===== src/rtl/sdram_arb_pkg.sv =====
// sdram_arbiter shared definitions.
// State codes, grant encoding and default widths.
package sdram_arb_pkg;

  localparam int DEF_ADDR_WIDTH     = 23;
  localparam int DEF_DATA_WIDTH     = 128;
  localparam int DEF_TIMEOUT_CYCLES = 255;
  localparam int DEF_TIMEOUT_WIDTH  = 8;

  localparam logic [2:0] ST_IDLE    = 3'd0;
  localparam logic [2:0] ST_RD_REQ  = 3'd1;
  localparam logic [2:0] ST_RD_WAIT = 3'd2;
  localparam logic [2:0] ST_WR_REQ  = 3'd3;
  localparam logic [2:0] ST_WR_WAIT = 3'd4;
  localparam logic [2:0] ST_DONE    = 3'd5;

  typedef enum logic [2:0] {
    IDLE    = ST_IDLE,
    RD_REQ  = ST_RD_REQ,
    RD_WAIT = ST_RD_WAIT,
    WR_REQ  = ST_WR_REQ,
    WR_WAIT = ST_WR_WAIT,
    DONE    = ST_DONE
  } state_t;

  localparam logic GRANT_READ  = 1'b0;
  localparam logic GRANT_WRITE = 1'b1;

  typedef enum logic {
    READ  = GRANT_READ,
    WRITE = GRANT_WRITE
  } grant_t;

endpackage


===== src/rtl/sdram_arbiter_if.sv =====
// Requester and controller signals of sdram_arbiter.
// slave = arbiter view, master = environment view.
interface sdram_arbiter_if
  import sdram_arb_pkg::*;
#(
  parameter int ADDR_WIDTH = DEF_ADDR_WIDTH,
  parameter int DATA_WIDTH = DEF_DATA_WIDTH
);

  logic                  rd_req;
  logic [ADDR_WIDTH-1:0] rd_addr;
  logic                  rd_done;
  logic [DATA_WIDTH-1:0] rd_data;
  logic                  wr_req;
  logic [ADDR_WIDTH-1:0] wr_addr;
  logic [DATA_WIDTH-1:0] wr_data;
  logic                  wr_done;
  logic [ADDR_WIDTH-1:0] mem_rd_addr;
  logic                  mem_rd_enable;
  logic [ADDR_WIDTH-1:0] mem_wr_addr;
  logic [DATA_WIDTH-1:0] mem_wr_data;
  logic                  mem_wr_enable;
  logic                  mem_busy;
  logic                  mem_rd_ready;
  logic [DATA_WIDTH-1:0] mem_rd_data;
  logic                  arb_busy;
  logic                  timeout_err;

  modport slave (
    input  rd_req, rd_addr,
    input  wr_req, wr_addr, wr_data,
    input  mem_busy, mem_rd_ready, mem_rd_data,
    output rd_done, rd_data, wr_done,
    output mem_rd_addr, mem_rd_enable,
    output mem_wr_addr, mem_wr_data, mem_wr_enable,
    output arb_busy, timeout_err
  );

  modport master (
    output rd_req, rd_addr,
    output wr_req, wr_addr, wr_data,
    output mem_busy, mem_rd_ready, mem_rd_data,
    input  rd_done, rd_data, wr_done,
    input  mem_rd_addr, mem_rd_enable,
    input  mem_wr_addr, mem_wr_data, mem_wr_enable,
    input  arb_busy, timeout_err
  );

endinterface


===== src/rtl/sdram_arbiter.sv =====
// Two-requester arbiter in front of the SDRAM controller port.
// Alternates on contention; a watchdog aborts stuck transfers.
module sdram_arbiter
  import sdram_arb_pkg::*;
#(
  parameter int ADDR_WIDTH     = DEF_ADDR_WIDTH,
  parameter int DATA_WIDTH     = DEF_DATA_WIDTH,
  parameter int TIMEOUT_CYCLES = DEF_TIMEOUT_CYCLES,
  parameter int TIMEOUT_WIDTH  = DEF_TIMEOUT_WIDTH
) (
  input  logic           sys_clk,
  input  logic           rst,
  sdram_arbiter_if.slave bus
);

  localparam logic [TIMEOUT_WIDTH-1:0] WDOG_MAX =
    TIMEOUT_CYCLES[TIMEOUT_WIDTH-1:0];

  state_t state_q, state_d;
  grant_t last_q, last_d;

  logic [TIMEOUT_WIDTH-1:0] wdog_q, wdog_d;

  logic rd_en_q, rd_en_d;
  logic wr_en_q, wr_en_d;
  logic rd_done_q, rd_done_d;
  logic wr_done_q, wr_done_d;
  logic err_q, err_d;
  logic busy_q, busy_d;

  logic [ADDR_WIDTH-1:0] rd_addr_q, rd_addr_d;
  logic [ADDR_WIDTH-1:0] wr_addr_q, wr_addr_d;
  logic [DATA_WIDTH-1:0] wr_data_q, wr_data_d;
  logic [DATA_WIDTH-1:0] rd_data_q, rd_data_d;

  logic rd_win, wr_win;
  logic wdog_hit, counting;
  logic to_rd, to_wr;

  // Contention goes to the type opposite the last contended grant
  assign rd_win = bus.rd_req &&
    (!bus.wr_req || last_q == WRITE);
  assign wr_win = bus.wr_req &&
    (!bus.rd_req || last_q == READ);

  assign wdog_hit = (wdog_q == WDOG_MAX);

  always_comb begin
    state_d   = state_q;
    last_d    = last_q;
    rd_en_d   = rd_en_q;
    wr_en_d   = wr_en_q;
    rd_done_d = 1'b0;
    wr_done_d = 1'b0;
    err_d     = err_q;
    rd_addr_d = rd_addr_q;
    wr_addr_d = wr_addr_q;
    wr_data_d = wr_data_q;
    rd_data_d = rd_data_q;
    to_rd     = 1'b0;
    to_wr     = 1'b0;
    counting  = 1'b0;
    unique case (state_q)
      IDLE: begin
        unique case (1'b1)
          rd_win: begin
            rd_addr_d = bus.rd_addr;
            rd_en_d   = 1'b1;
            state_d   = RD_REQ;
            if (bus.wr_req) last_d = READ;
          end
          wr_win: begin
            wr_addr_d = bus.wr_addr;
            wr_data_d = bus.wr_data;
            wr_en_d   = 1'b1;
            state_d   = WR_REQ;
            if (bus.rd_req) last_d = WRITE;
          end
          default: ;
        endcase
      end
      RD_REQ: begin
        counting = 1'b1;
        if (bus.mem_busy) begin
          rd_en_d = 1'b0;
          state_d = RD_WAIT;
        end else if (wdog_hit) begin
          to_rd = 1'b1;
        end
      end
      RD_WAIT: begin
        counting = 1'b1;
        if (bus.mem_rd_ready) begin
          rd_data_d = bus.mem_rd_data;
          rd_done_d = 1'b1;
          state_d   = DONE;
        end else if (wdog_hit) begin
          to_rd = 1'b1;
        end
      end
      WR_REQ: begin
        counting = 1'b1;
        if (bus.mem_busy) begin
          wr_en_d = 1'b0;
          state_d = WR_WAIT;
        end else if (wdog_hit) begin
          to_wr = 1'b1;
        end
      end
      WR_WAIT: begin
        counting = 1'b1;
        if (!bus.mem_busy) begin
          wr_done_d = 1'b1;
          state_d   = DONE;
        end else if (wdog_hit) begin
          to_wr = 1'b1;
        end
      end
      DONE: state_d = IDLE;
      default: state_d = IDLE;
    endcase

    // Abort leaves rd_data untouched
    if (to_rd || to_wr) begin
      rd_en_d   = 1'b0;
      wr_en_d   = 1'b0;
      err_d     = 1'b1;
      rd_done_d = to_rd;
      wr_done_d = to_wr;
      state_d   = DONE;
    end

    if (state_d != state_q || !counting)
      wdog_d = '0;
    else
      wdog_d = wdog_q + 1'b1;

    busy_d = (state_d != IDLE);
  end

  always_ff @(posedge sys_clk or posedge rst) begin
    if (rst) begin
      state_q   <= IDLE;
      last_q    <= WRITE;
      wdog_q    <= '0;
      rd_en_q   <= 1'b0;
      wr_en_q   <= 1'b0;
      rd_done_q <= 1'b0;
      wr_done_q <= 1'b0;
      err_q     <= 1'b0;
      busy_q    <= 1'b0;
      rd_addr_q <= '0;
      wr_addr_q <= '0;
      wr_data_q <= '0;
      rd_data_q <= '0;
    end else begin
      state_q   <= state_d;
      last_q    <= last_d;
      wdog_q    <= wdog_d;
      rd_en_q   <= rd_en_d;
      wr_en_q   <= wr_en_d;
      rd_done_q <= rd_done_d;
      wr_done_q <= wr_done_d;
      err_q     <= err_d;
      busy_q    <= busy_d;
      rd_addr_q <= rd_addr_d;
      wr_addr_q <= wr_addr_d;
      wr_data_q <= wr_data_d;
      rd_data_q <= rd_data_d;
    end
  end

  assign bus.mem_rd_addr   = rd_addr_q;
  assign bus.mem_rd_enable = rd_en_q;
  assign bus.mem_wr_addr   = wr_addr_q;
  assign bus.mem_wr_data   = wr_data_q;
  assign bus.mem_wr_enable = wr_en_q;
  assign bus.rd_done       = rd_done_q;
  assign bus.rd_data       = rd_data_q;
  assign bus.wr_done       = wr_done_q;
  assign bus.arb_busy      = busy_q;
  assign bus.timeout_err   = err_q;

endmodule


===== src/flat_wrapper.sv =====
// flat-port wrapper written by rule: the top's interface ports become plain ports
module sdram_arbiter_flat import sdram_arb_pkg::*;
#(
  parameter int ADDR_WIDTH     = DEF_ADDR_WIDTH,
  parameter int DATA_WIDTH     = DEF_DATA_WIDTH,
  parameter int TIMEOUT_CYCLES = DEF_TIMEOUT_CYCLES,
  parameter int TIMEOUT_WIDTH  = DEF_TIMEOUT_WIDTH
)
  (sys_clk, rst, bus_rd_req, bus_rd_addr, bus_wr_req, bus_wr_addr, bus_wr_data, bus_mem_busy, bus_mem_rd_ready, bus_mem_rd_data, bus_rd_done, bus_rd_data, bus_wr_done, bus_mem_rd_addr, bus_mem_rd_enable, bus_mem_wr_addr, bus_mem_wr_data, bus_mem_wr_enable, bus_arb_busy, bus_timeout_err);
  sdram_arbiter_if #(.ADDR_WIDTH(ADDR_WIDTH), .DATA_WIDTH(DATA_WIDTH)) bus_i ();
  input  logic sys_clk;
  input  logic rst;
  input wire logic [$bits(bus_i.rd_req)-1:0] bus_rd_req;
  input wire logic [$bits(bus_i.rd_addr)-1:0] bus_rd_addr;
  input wire logic [$bits(bus_i.wr_req)-1:0] bus_wr_req;
  input wire logic [$bits(bus_i.wr_addr)-1:0] bus_wr_addr;
  input wire logic [$bits(bus_i.wr_data)-1:0] bus_wr_data;
  input wire logic [$bits(bus_i.mem_busy)-1:0] bus_mem_busy;
  input wire logic [$bits(bus_i.mem_rd_ready)-1:0] bus_mem_rd_ready;
  input wire logic [$bits(bus_i.mem_rd_data)-1:0] bus_mem_rd_data;
  output wire logic [$bits(bus_i.rd_done)-1:0] bus_rd_done;
  output wire logic [$bits(bus_i.rd_data)-1:0] bus_rd_data;
  output wire logic [$bits(bus_i.wr_done)-1:0] bus_wr_done;
  output wire logic [$bits(bus_i.mem_rd_addr)-1:0] bus_mem_rd_addr;
  output wire logic [$bits(bus_i.mem_rd_enable)-1:0] bus_mem_rd_enable;
  output wire logic [$bits(bus_i.mem_wr_addr)-1:0] bus_mem_wr_addr;
  output wire logic [$bits(bus_i.mem_wr_data)-1:0] bus_mem_wr_data;
  output wire logic [$bits(bus_i.mem_wr_enable)-1:0] bus_mem_wr_enable;
  output wire logic [$bits(bus_i.arb_busy)-1:0] bus_arb_busy;
  output wire logic [$bits(bus_i.timeout_err)-1:0] bus_timeout_err;
  assign bus_i.rd_req = bus_rd_req;
  assign bus_i.rd_addr = bus_rd_addr;
  assign bus_i.wr_req = bus_wr_req;
  assign bus_i.wr_addr = bus_wr_addr;
  assign bus_i.wr_data = bus_wr_data;
  assign bus_i.mem_busy = bus_mem_busy;
  assign bus_i.mem_rd_ready = bus_mem_rd_ready;
  assign bus_i.mem_rd_data = bus_mem_rd_data;
  assign bus_rd_done = bus_i.rd_done;
  assign bus_rd_data = bus_i.rd_data;
  assign bus_wr_done = bus_i.wr_done;
  assign bus_mem_rd_addr = bus_i.mem_rd_addr;
  assign bus_mem_rd_enable = bus_i.mem_rd_enable;
  assign bus_mem_wr_addr = bus_i.mem_wr_addr;
  assign bus_mem_wr_data = bus_i.mem_wr_data;
  assign bus_mem_wr_enable = bus_i.mem_wr_enable;
  assign bus_arb_busy = bus_i.arb_busy;
  assign bus_timeout_err = bus_i.timeout_err;
  sdram_arbiter #(.ADDR_WIDTH(ADDR_WIDTH), .DATA_WIDTH(DATA_WIDTH), .TIMEOUT_CYCLES(TIMEOUT_CYCLES), .TIMEOUT_WIDTH(TIMEOUT_WIDTH)) u_core (.sys_clk(sys_clk), .rst(rst), .bus(bus_i));
endmodule

===== config.mk =====
export PLATFORM = sky130hd
export DESIGN_NAME = sdram_arbiter_flat
export DESIGN_NICKNAME = d
export VERILOG_FILES = /design/src/rtl/sdram_arb_pkg.sv /design/src/rtl/sdram_arbiter_if.sv /design/src/rtl/sdram_arbiter.sv /design/src/flat_wrapper.sv
export SDC_FILE = /design/constraint.sdc
export NUM_CORES = 1
export LEC_CHECK = 0
export BUFFER_PORTS_ARGS = -buffer_cell sky130_fd_sc_hd__buf_2
export CORE_AREA = 2 2 242 244
export DETAILED_ROUTE_END_ITERATION = 16
export DIE_AREA = 0 0 244 246
export GPL_TIMING_DRIVEN = 0
export PLACE_DENSITY = 0.46
export SYNTH_ARGS = -nofsm -noshare
export SYNTH_HDL_FRONTEND = slang
export SYNTH_SLANG_ARGS = --single-unit

===== constraint.sdc =====
create_clock -name sys_clk -period 12.4 [get_ports sys_clk]
set_input_delay 0 -clock sys_clk [delete_from_list [all_inputs] [get_ports sys_clk]]
set_output_delay 0 -clock sys_clk [all_outputs]
set_load 0.01 [all_outputs]

## Yosys cells after proc, flatten, opt, wreduce, memory -nomap -nowiden

Index checks and enable logic that the tools add are counted.

- Add/sub/neg operators: 1
- Eq/ne operators: 12
- Multiplexer cells: 31
- Bitwise gates (word level): 1
- Reduce and logical (&&, ||, !) cells: 21

Operators by type and width:

| operator | number |
|---|---|
| $mux W1 | 18 |
| $mux W3 | 5 |
| $pmux W3 S5 | 1 |
| $pmux W1 S2 | 5 |
| $reduce_bool A3 Y1 | 3 |
| $add A8 B1 Y8 const B | 1 |
| $eq A8 B8 Y1 const B | 1 |
| $mux W8 | 1 |
| $eq A3 B2 Y1 const B | 2 |
| $ne A3 B1 Y1 const B | 2 |
| $ne A3 B2 Y1 const B | 2 |
| $pmux W3 S2 | 1 |
| $reduce_and A2 Y1 | 3 |
| $reduce_and A3 Y1 | 2 |
| $logic_or A1 B1 Y1 | 4 |
| $ne A2 B2 Y1 const B | 2 |
| $reduce_and A4 Y1 | 1 |
| $reduce_or A4 Y1 | 1 |
| $eq A3 B1 Y1 const B | 1 |
| $eq A3 B3 Y1 const B | 1 |
| $logic_not A1 Y1 | 3 |
| $logic_not A3 Y1 | 1 |
| $ne A3 B3 Y1 | 1 |
| $logic_and A1 B1 Y1 | 2 |
| 2 further kinds | 2 |

- Register bits after elaboration: 320
- Output and inout port bits: 308

## Longest topological paths before layout

Gate-level depths: netlist (run 1).

- Depth in word-level cells: 9
- Gate-level depth with buffers: 6
- Gate-level depth less buffers: 4

## Least setup slack after synthesis (run 1)

Ideal clock, no wire load.

- Kind: reg-to-reg
- From: register u_core.state_q[2]
- To: register u_core.rd_data_q[0] (netlist: u_core.bus.rd_data[0])
- Arrival time: 1.584 ns
- Data required time: 12.275 ns
- Slack: 10.691 ns
- Stages on the path, launching flop included: 6
- Buffers on the path: 2
- Cell sequence: dfrtp_1 > nand2b_1 > nor3b_1 > buf_2 > buf_4 > mux2_2

- Cells in the longest elaborated chain, start to end: 2

RTL lines:

| what | line | text |
|---|---|---|
| from (decl) | sdram_arbiter.sv:19 | `state_t state_q, state_d;` |
| from (signal assigned) | sdram_arbiter.sv:157 | `state_q <= state_d;` |
| $eq A3 B2 Y1 | sdram_arbiter.sv:63 | `unique case (state_q)` |
| $reduce_and A2 Y1 (no line) | - |  |
| to (signal assigned) | sdram_arbiter.sv:169 | `rd_data_q <= rd_data_d;` |
| to (decl) | sdram_arbiter.sv:34 | `logic [DATA_WIDTH-1:0] rd_data_q, rd_data_d;` |

Every way passes these cells.
A chain may end at the register's enable or synchronous reset.

## Final worst setup path (run 1)

- From: register u_core.state_q[2]
- To: register u_core.rd_data_q[49] (netlist: u_core.bus.rd_data[49])

Same word-level chain as after synthesis.

==> flow_summary.ini, run 1 <==
[clocking]
cts.clk_slew.worst_paths_ps = 60
clock_latency_ps = 530
htree_levels = 2
cts_root_buf = clkbuf_16
tritoncts = yes
post_cts_resized = 0
clockBufferDepth = 3
cts_setup_buffers = 0
cts-buffers-inserted = 39
clkSinkCount = 320
cts-hold-fix-buffers = 312

[detailed_routing]
num_vias = 9688
drt-initial-drc-count = 220
drc = 0
drt_wl_total_mm = 38.6
drtAntennaViolNets = 0
drt_first_pass_iters = 4
viasPerCell = 3.89
wl_per_cell_um = 15.5

[power_and_ir_drop]
p_sw_mw = 1.56
leakage_nw = 9.80
p_per_area_nw_per_um2 = 230
internal_power_mw = 3.18
p_clk_share_pct = 23.0
sw_frac_of_total_pct = 32.9
irDropWorstVdd_mv = 0.133
pwr-share-seq_pct = 38.4
combPwrFrac_pct = 38.5

[global_routing]
overflow = 0
grt_pass1_wl_mm = 58.7
grt_max_degree = 112
track_usage_pct = 12.4
grt_pass1_vias = 10500
antenna_found_initial = 0

[critical_path]
reg2reg_from = u_core.state_q[2]
cp_slowest_stage_delay_ps = 470
worstPathCellList = nand2b_1, nor3b_1, buf_2, buf_4, mux2_2
critPathSlowestCell = dfrtp_1
critPathLaunch = u_core.state_q[2]
crit_arrival_ps = 2590
crit_type = reg2reg
start_kind = flip-flop
cp.required_ps = 12800
cp-end-kind = flip-flop
cp_max_fo = 10

[placed_design]
postPlaceCellArea_um2 = 16200
port_buffers = 614
placedCellCount = 2114
hpwl_mm = 27.7
gp_congestion = 0.760
preCtsSetupSlack_ps = 10130

[final_layout]
area_growth_syn_to_layout_pct = 69.7
drive_gt1_share_pct = 55.1
n_antenna_cell = 0
fin_area_um2 = 20600
final_nets = 2011
layout_common_cells = 633 x buf_2, 319 x dfrtp_1, 312 x dlygate4sd3_1
final_core_util_pct = 35.9
final_common_cell = buf_2
stdcell_count = 2491

[timing]
fmax_ghz = 0.457
final-hold-violation-count = 0
tightest_slew_ps = 723
timing.final.crit_share_pct = 17.7
maxSlewHeadroom_pct = 51.8
clock_skew_ps = 12.9
rsz0062_at_grt = false
fin_crit_ps = 2190
drv_slew = 0
setup_violations = 0
worst_slack_ps = 10210

[synth]
syn_inst = 733
synth_cell_types = 40
ys_ff_latch = 320
async_flop_share_pct = 100
ys_seq_area_share_pct = 66.1
synth_area_um2 = 12100
synth_ff_type = dfrtp_1
synth_area_per_cell_um2 = 16.5
syn_nets = 1042
synth-edff-count = 0
ys_warn_count = 0

[floorplanning]
io_pins = 616
die_x_um = 244
std_cell_rows = 88
start_util_pct = 21.1
dieArea_um2 = 60000
core_um2 = 57400
dieHeight_um = 246

[job]
maxCapViolCount = 0

[hold_path]
hold_path.class = in2async

[status]
status = finished, final reports clean
==> per-layer routing <==
layer	share of wire (%)	track usage [%]
met1	38	13.6
met2	52	22.4
met3	6.8	3.67
met4	3.3	4.57
met5	0	0
==> power groups by stage <==
stage                     Sequential, mW  Clock [mW]  Combinational [mW]
final                               1.82        1.09                1.83
after global routing                1.89        1.18                1.97
after CTS                           1.82        1.14                1.86
after detailed placement            1.83           0                1.77
after global placement              1.82           0                1.76
after floorplan                     2.08           0               0.708
==> stage by stage <==
stage                     setup TNS [ps]  power [mW]  hold slack, ps
after floorplan                        0        2.78             116
after global placement           -162570        3.58             212
after detailed placement               0        3.60             202
after CTS                              0        4.82             160
after global routing                   0        5.04             181
final                                  0        4.74             170
==> logic make-up after synthesis <==
group | synth area share, %
mux | 28.2
xor+xnor | 0.578
buf+inv | 1.87
flops | 66.1
compound gates | 0.836
simple gates | 2.33
fa+ha+maj | 0.103
==> worst max-delay path: cells and delay by family (launching register included) <==
family,cells,cell delay [ps]
AND/OR/NAND/NOR,2,590
buffers and inverters,2,640
multiplexers,1,350
flip-flops,1,470
==> registers in the layout (all words and copies together), names as in the netlist, 3 cells and up <==
name and cells:
u_core.bus.mem_rd_addr 23, u_core.bus.mem_wr_addr 23, u_core.bus.mem_wr_data 128, u_core.bus.rd_data 128
u_core.state_q 3, u_core.wdog_q 8
==> Yosys cell counts, types with 2 or more instances <==
cell type	number	area (um^2)
mux2_1	68	766
nor2b_1	3	18.8
o21ai_0	5	25.0
nand2_1	7	26.3
and4_1	2	17.5
nor3b_1	2	15.0
dfrtp_1	319	7980
inv_1	2	7.51
nand4_1	2	12.5
nand3_1	3	15.0
xor2_1	6	52.6
mux2_2	236	2660
buf_4	14	105
nor2_1	13	48.8
buf_2	19	95.1
or2_2	2	12.5
nand2b_1	4	25.0
a21oi_1	2	10.0
xnor2_1	2	17.5
clkbuf_1	2	7.51
==> worst paths after layout <==
kind	endpoint	slack, ps	depth (start not counted)
hold / removal	u_core.bus.mem_wr_data[37]	170	3
hold reg to reg	u_core.bus.timeout_err	480	1
setup / recovery	u_core.bus.rd_data[49]	10210	5
min in group sys_clk	u_core.bus.mem_wr_data[56]	210	3
setup reg to reg	u_core.bus.rd_data[49]	10210	5
max in group asynchronous	u_core.bus.mem_rd_enable	11170	4
==> layout make-up <==
class	count	area, um^2
Fill cell	5642	36800
Sequential cell	320	8010
Timing Repair Buffer	928	6250
Multi-Input combinational cell	375	3890
Clock buffer	60	1200
Tap cell	765	957
Buffer	36	219
Clock inverter	5	36.3
Inverter	2	15.0
Note: power is estimated with default switching activity, not from simulation.
==> run 2, diff against run 1 <==
==> constraint.sdc (replaced) <==
create_clock -name sys_clk -period 2.1 [get_ports sys_clk]
set_input_delay 0 -clock sys_clk [delete_from_list [all_inputs] [get_ports sys_clk]]
set_output_delay 0 -clock sys_clk [all_outputs]
set_load 0.01 [all_outputs]
==> run 2 against run 1 <==
Net effect: hold slack got worse by 35 ps; final area increased by 1.2%; power grew to 6.0 times the previous value; clock-buffer cell count shrank 7; critical path depth is the same; wire length rose by 2.1%; first-iteration DRC count grew 20%; global-route usage is 0.23 points higher; critical path type unchanged.
==> flow_summary.ini, run 2 (synthesized netlist as in run 1, its figures left out) <==
[final_layout]
n_fill_cell = 5595
area_growth_syn_to_layout_pct = 71.7
final_nets = 2016
layout_common_cells = 630 x buf_2, 319 x dfrtp_1, 308 x dlygate4sd3_1
drive_gt1_share_pct = 56.0
final_common_cell = buf_2
fin_area_um2 = 20800

[detailed_routing]
drt_wl_total_mm = 39.4
num_vias = 9748
drtAntennaViolNets = 0
viasPerCell = 3.90
drc = 0
drt-initial-drc-count = 263
wl_per_cell_um = 15.8
drt_first_pass_iters = 4

[status]
status = finished, final reports clean

[placed_design]
port_buffers = 614
hpwl_mm = 29.1
gp_congestion = 0.794
postPlaceCellArea_um2 = 16300

[critical_path]
crit_type = reg2reg
critPathLaunch = u_core.state_q[0]
r2r_slack_ps = 70
cp.depth = 5
reg2reg_from = u_core.state_q[0]
crit_arrival_ps = 2440
crit_family = simple AND/OR/NAND/NOR gates
endpoint = u_core.bus.mem_wr_data[26]
path_buf_inv = 2
cp-end-kind = flip-flop
worstPathCellList = nor4b_4, nand2_4, buf_6, clkbuf_4, mux2_1
critPathSlowestCell = dfrtp_1
cp_max_fo = 11
start_kind = flip-flop
cp_slowest_stage_delay_ps = 460
worstRegToRegCells = 5
r2r_end = u_core.bus.mem_wr_data[26]
cp.required_ps = 2500

[timing]
tightest_slew_ps = 686
clock_skew_ps = 11.7
drv_slew = 0
final-hold-violation-count = 0
setup_violations = 0
timing.final.crit_share_pct = 96.8
setup_tns_ps = 0
rsz0062_at_grt = false
fmax_ghz = 0.492
maxSlewHeadroom_pct = 54.2
fin_crit_ps = 2030

[clocking]
cts-buffers-inserted = 39
htree_levels = 2
clkSinkCount = 320
cts.clk_slew.worst_paths_ps = 60
clockBufferDepth = 3
clock_latency_ps = 540
tritoncts = yes
cts_root_buf = clkbuf_16

[power_and_ir_drop]
leakage_nw = 9.93
irDropWorstVdd_mv = 0.678
p_per_area_nw_per_um2 = 1380

[job]
maxCapViolCount = 0

[global_routing]
overflow = 0
track_usage_pct = 12.6
grt_pass1_wl_mm = 59.8
grt_pass1_vias = 10500
antenna_found_initial = 0
grt_max_degree = 41

[floorplanning]
start_util_pct = 21.1
io_pins = 616
core_um2 = 57400
std_cell_rows = 88
die_x_um = 244
dieArea_um2 = 60000
dieHeight_um = 246

[hold_path]
hold_path.class = in2async
run 2: cell types whose count changed in the layout (fill, tap and decap cells not counted), moves of 2 or more:
cell and delta:
buf_12 +9, clkbuf_1 -6, clkinv_2 +6, bufinv_16 +4, dlygate4sd3_1 -4, buf_2 -3
buf_4 +3, buf_16 -2, clkbuf_4 +2
run 2: timing repair:
action                                 CTS  global route
pin swaps                                1             2
gates resized for setup                  3             3
endpoints found under the hold margin  392             0
buffers inserted                         0             2
setup endpoints to repair              151            40
hold buffers                           308             0
run 2: final cells by class:
type                    count  area [um^2]  area share (%)
repair buffers            933         6350            30.5
inverters                   2         11.3          0.0541
clock buffers              53         1160            5.58
clock inverters            16          195           0.937
well taps                 765          957            4.60
diodes                      1         2.50          0.0120
plain buffers              36          226            1.09
multi-input cells         375         3910            18.8
flip-flops and latches    320         8010            38.5
run 2: tightest hold or removal path, cell delays in order:
cell	delay, ps
dlygate4sd3_1	540
buf_2	140
clkinvlp_4	460
run 2: worst min path at each step:
| stage | endpoint | slack (ps) | from | depth (start not counted) |
|---|---|---|---|---|
| finish | u_core.bus.mem_wr_data[115] | 130 | rst | 3 |
| global route | u_core.bus.mem_wr_data[115] | 150 | rst | 3 |
| CTS | u_core.bus.mem_wr_data[115] | 90 | rst | 3 |
| detailed placement | u_core.bus.mem_wr_data[115] | 140 | rst | 2 |
| global placement | u_core.bus.mem_wr_data[80] | 210 | bus_wr_data[80] | 2 |
| floorplan | u_core.last_q | 120 | bus_rd_req | 2 |
run 2: per-stage QoR:
stage / power [mW] / cells / worst slack [ps] / utilization [%] / hold WS [ps]
after floorplan: 16.4 / 733 / -2170 / - / 116
after global placement: 21.1 / 2112 / -4370 / 28.2 / 212
after detailed placement: 21.3 / 2121 / -82.0 / 28.5 / 137
after CTS: 29.1 / 2498 / 10.2 / 36.2 / 90.9
after global routing: 30.4 / 2500 / 14.1 / 36.3 / 150
final: 28.7 / 2501 / 67.7 / 36.3 / 135
run 2: power breakdown:
part | internal (mW) | total, mW | switching (mW)
sequential | 9.27 | 10.8 | 1.54
clock | 4.37 | 7.03 | 2.67
combinational | 5.61 | 10.8 | 5.21
run 2: layer usage:
metal  GRT usage [%]  up-vias  part of all wire [%]
met3            3.66       86                   6.8
met1            14.4     4770                    39
li1                -     4545                     -
met4            4.61        0                   3.3
met5               0        -                     0
met2            22.3      347                    51
==> run 3, diff against run 2 <==
--- a/config.mk
+++ b/config.mk
@@ -10,7 +10,7 @@
 export DETAILED_ROUTE_END_ITERATION = 16
 export DIE_AREA = 0 0 244 246
 export GPL_TIMING_DRIVEN = 0
-export PLACE_DENSITY = 0.46
+export PLACE_DENSITY = 0.48
 export SYNTH_ARGS = -nofsm -noshare
 export SYNTH_HDL_FRONTEND = slang
 export SYNTH_SLANG_ARGS = --single-unit
==> constraint.sdc (replaced) <==
create_clock -name sys_clk -period 1.7 [get_ports sys_clk]
set_input_delay 0 -clock sys_clk [delete_from_list [all_inputs] [get_ports sys_clk]]
set_output_delay 0 -clock sys_clk [all_outputs]
set_load 0.01 [all_outputs]
==> run 3 against run 2 <==
Net effect: via count rose by 1.4%; core utilization grew 1.6 points; the run now ends with negative setup slack left; highest routed layer unchanged; worst setup slack worse by 140 ps.
==> flow_summary.ini, run 3 (synthesized netlist as in run 1, its figures left out) <==
[status]
status = finished with violations
violations = negative setup slack

[clocking]
htree_levels = 2
cts_root_buf = clkbuf_16
cts-buffers-inserted = 39
clockBufferDepth = 3
clkSinkCount = 320
tritoncts = yes
cts.clk_slew.worst_paths_ps = 60
clock_latency_ps = 540

[timing]
timing.final.crit_share_pct = 104
drv_slew = 0
fmax_ghz = 0.565
rsz0062_at_grt = true
worst_slack_ps = -68.4
fin_crit_ps = 1770
setup_violations = 196
final-hold-violation-count = 0
maxSlewHeadroom_pct = 58.3
clock_skew_ps = 16.8
tightest_slew_ps = 623

[power_and_ir_drop]
internal_power_mw = 25.1
pwr-share-seq_pct = 36.2
p_per_area_nw_per_um2 = 1710
irDropWorstVdd_mv = 0.902
p_clk_share_pct = 23.5
p_sw_mw = 11.9
combPwrFrac_pct = 40.3
leakage_nw = 10.4
sw_frac_of_total_pct = 32.2

[floorplanning]
io_pins = 616
dieArea_um2 = 60000
start_util_pct = 21.1
die_x_um = 244
core_um2 = 57400
dieHeight_um = 246
std_cell_rows = 88

[detailed_routing]
wl_per_cell_um = 16.1
drt_first_pass_iters = 4
num_vias = 9888
drtAntennaViolNets = 0
drt_wl_total_mm = 40.6
drt-initial-drc-count = 175
drc = 0
viasPerCell = 3.92

[final_layout]
n_fill_cell = 5514
stdcell_count = 2520
layout_common_cells = 615 x buf_2, 316 x dfrtp_1, 310 x dlygate4sd3_1
area_growth_syn_to_layout_pct = 79.1
final_common_cell = buf_2
drive_gt1_share_pct = 57.0
final_core_util_pct = 37.9
final_nets = 2034

[critical_path]
cp.required_ps = 2110
crit_type = reg2reg
crit_arrival_ps = 2180
cp_slowest_stage_delay_ps = 420
crit_family = buffers and inverters
cp_max_fo = 10
cp-end-kind = flip-flop
critPathSlowestCell = dfrtp_2
crit_top_cell = buf_12
start_kind = flip-flop
path_buf_inv = 3
worstPathCellList = buf_12, nor4b_4, nand2_4, buf_12, buf_6, mux2_1

[global_routing]
track_usage_pct = 12.6
antenna_found_initial = 1
grt_pass1_vias = 10900
grt_pass1_wl_mm = 60.0
grt_max_degree = 42
overflow = 0

[job]
maxCapViolCount = 0

[placed_design]
preCtsSetupSlack_ps = -925
port_buffers = 614
placedCellCount = 2121
gp_congestion = 0.782
hpwl_mm = 28.7

[hold_path]
hold_path.class = in2async
-- run 3: cell count changes in the layout (fill, tap and decap cells not counted), sizes merged --
cell,change
buf,+11
diode,+1
clkinv,-5
dlygate4sd3,+2
clkbuf,+12
inv,-2
-- run 3: worst min-delay path, stage by stage --
cell	delay [ps]
dlygate4sd3_1	540
buf_2	140
clkinvlp_4	140
buf_12	200
-- run 3: cell type report --
cell class | count | area (um^2) | area share, %
flip-flops and latches | 320 | 8010 | 36.9
repair buffers | 952 | 6660 | 30.7
multi-input cells | 375 | 4270 | 19.7
clock buffers | 60 | 1200 | 5.51
well taps | 765 | 957 | 4.41
plain buffers | 35 | 457 | 2.10
clock inverters | 9 | 149 | 0.686
inverters | 2 | 11.3 | 0.0519
diodes | 2 | 5.00 | 0.0230
-- run 3: worst paths after layout --
kind                                        start                           to  slack (ps)  cells after the start
setup / recovery                u_core.state_q[2]   u_core.bus.mem_wr_data[57]         -70                      6
min in group sys_clk             bus_wr_data[124]  u_core.bus.mem_wr_data[124]         210                      3
hold / removal                                rst      u_core.bus.rd_data[106]         140                      4
setup reg to reg                u_core.state_q[2]   u_core.bus.mem_wr_data[57]         -70                      6
max in group asynchronous                     rst       u_core.bus.rd_data[23]         520                      4
hold reg to reg            u_core.bus.timeout_err       u_core.bus.timeout_err         460                      1
-- run 3: power groups by stage --
stage | sequential, mW | combinational [mW] | clock (mW)
after global placement | 13.3 | 12.7 | 0
after CTS | 13.3 | 13.9 | 9.02
after global routing | 13.9 | 16.0 | 9.35
final | 13.4 | 14.9 | 8.71
after floorplan | 15.1 | 5.17 | 0
after detailed placement | 13.4 | 12.9 | 0
-- run 3: metal layers --
layer  global-route usage (%)  part of all wire [%]
met4                     4.84                   2.9
met3                     2.82                   5.5
met1                     14.0                    39
met2                     23.3                    53
met5                        0                     0
-- run 3: what timing repair did --
item / 4_1_cts / 5_1_grt
buffers inserted: 6 / 5
hold buffers: 310 / 0
pin swaps: 4 / 3
setup endpoints to repair: 306 / 289
cloned: 0 / 8
gates resized for setup: 72 / 96
hold endpoints to repair: 385 / 0
-- run 3: per-stage QoR --
step,hold WS [ps],area (um^2),total power [mW],setup TNS (ps)
after global placement,214,16200,26.0,-1658860
after floorplan,116,12100,20.3,-819960
after global routing,125,21700,39.2,-23850
final,138,21700,37.0,-6270
after detailed placement,44.1,16300,26.3,-143690
after CTS,68.0,21100,36.3,-10170
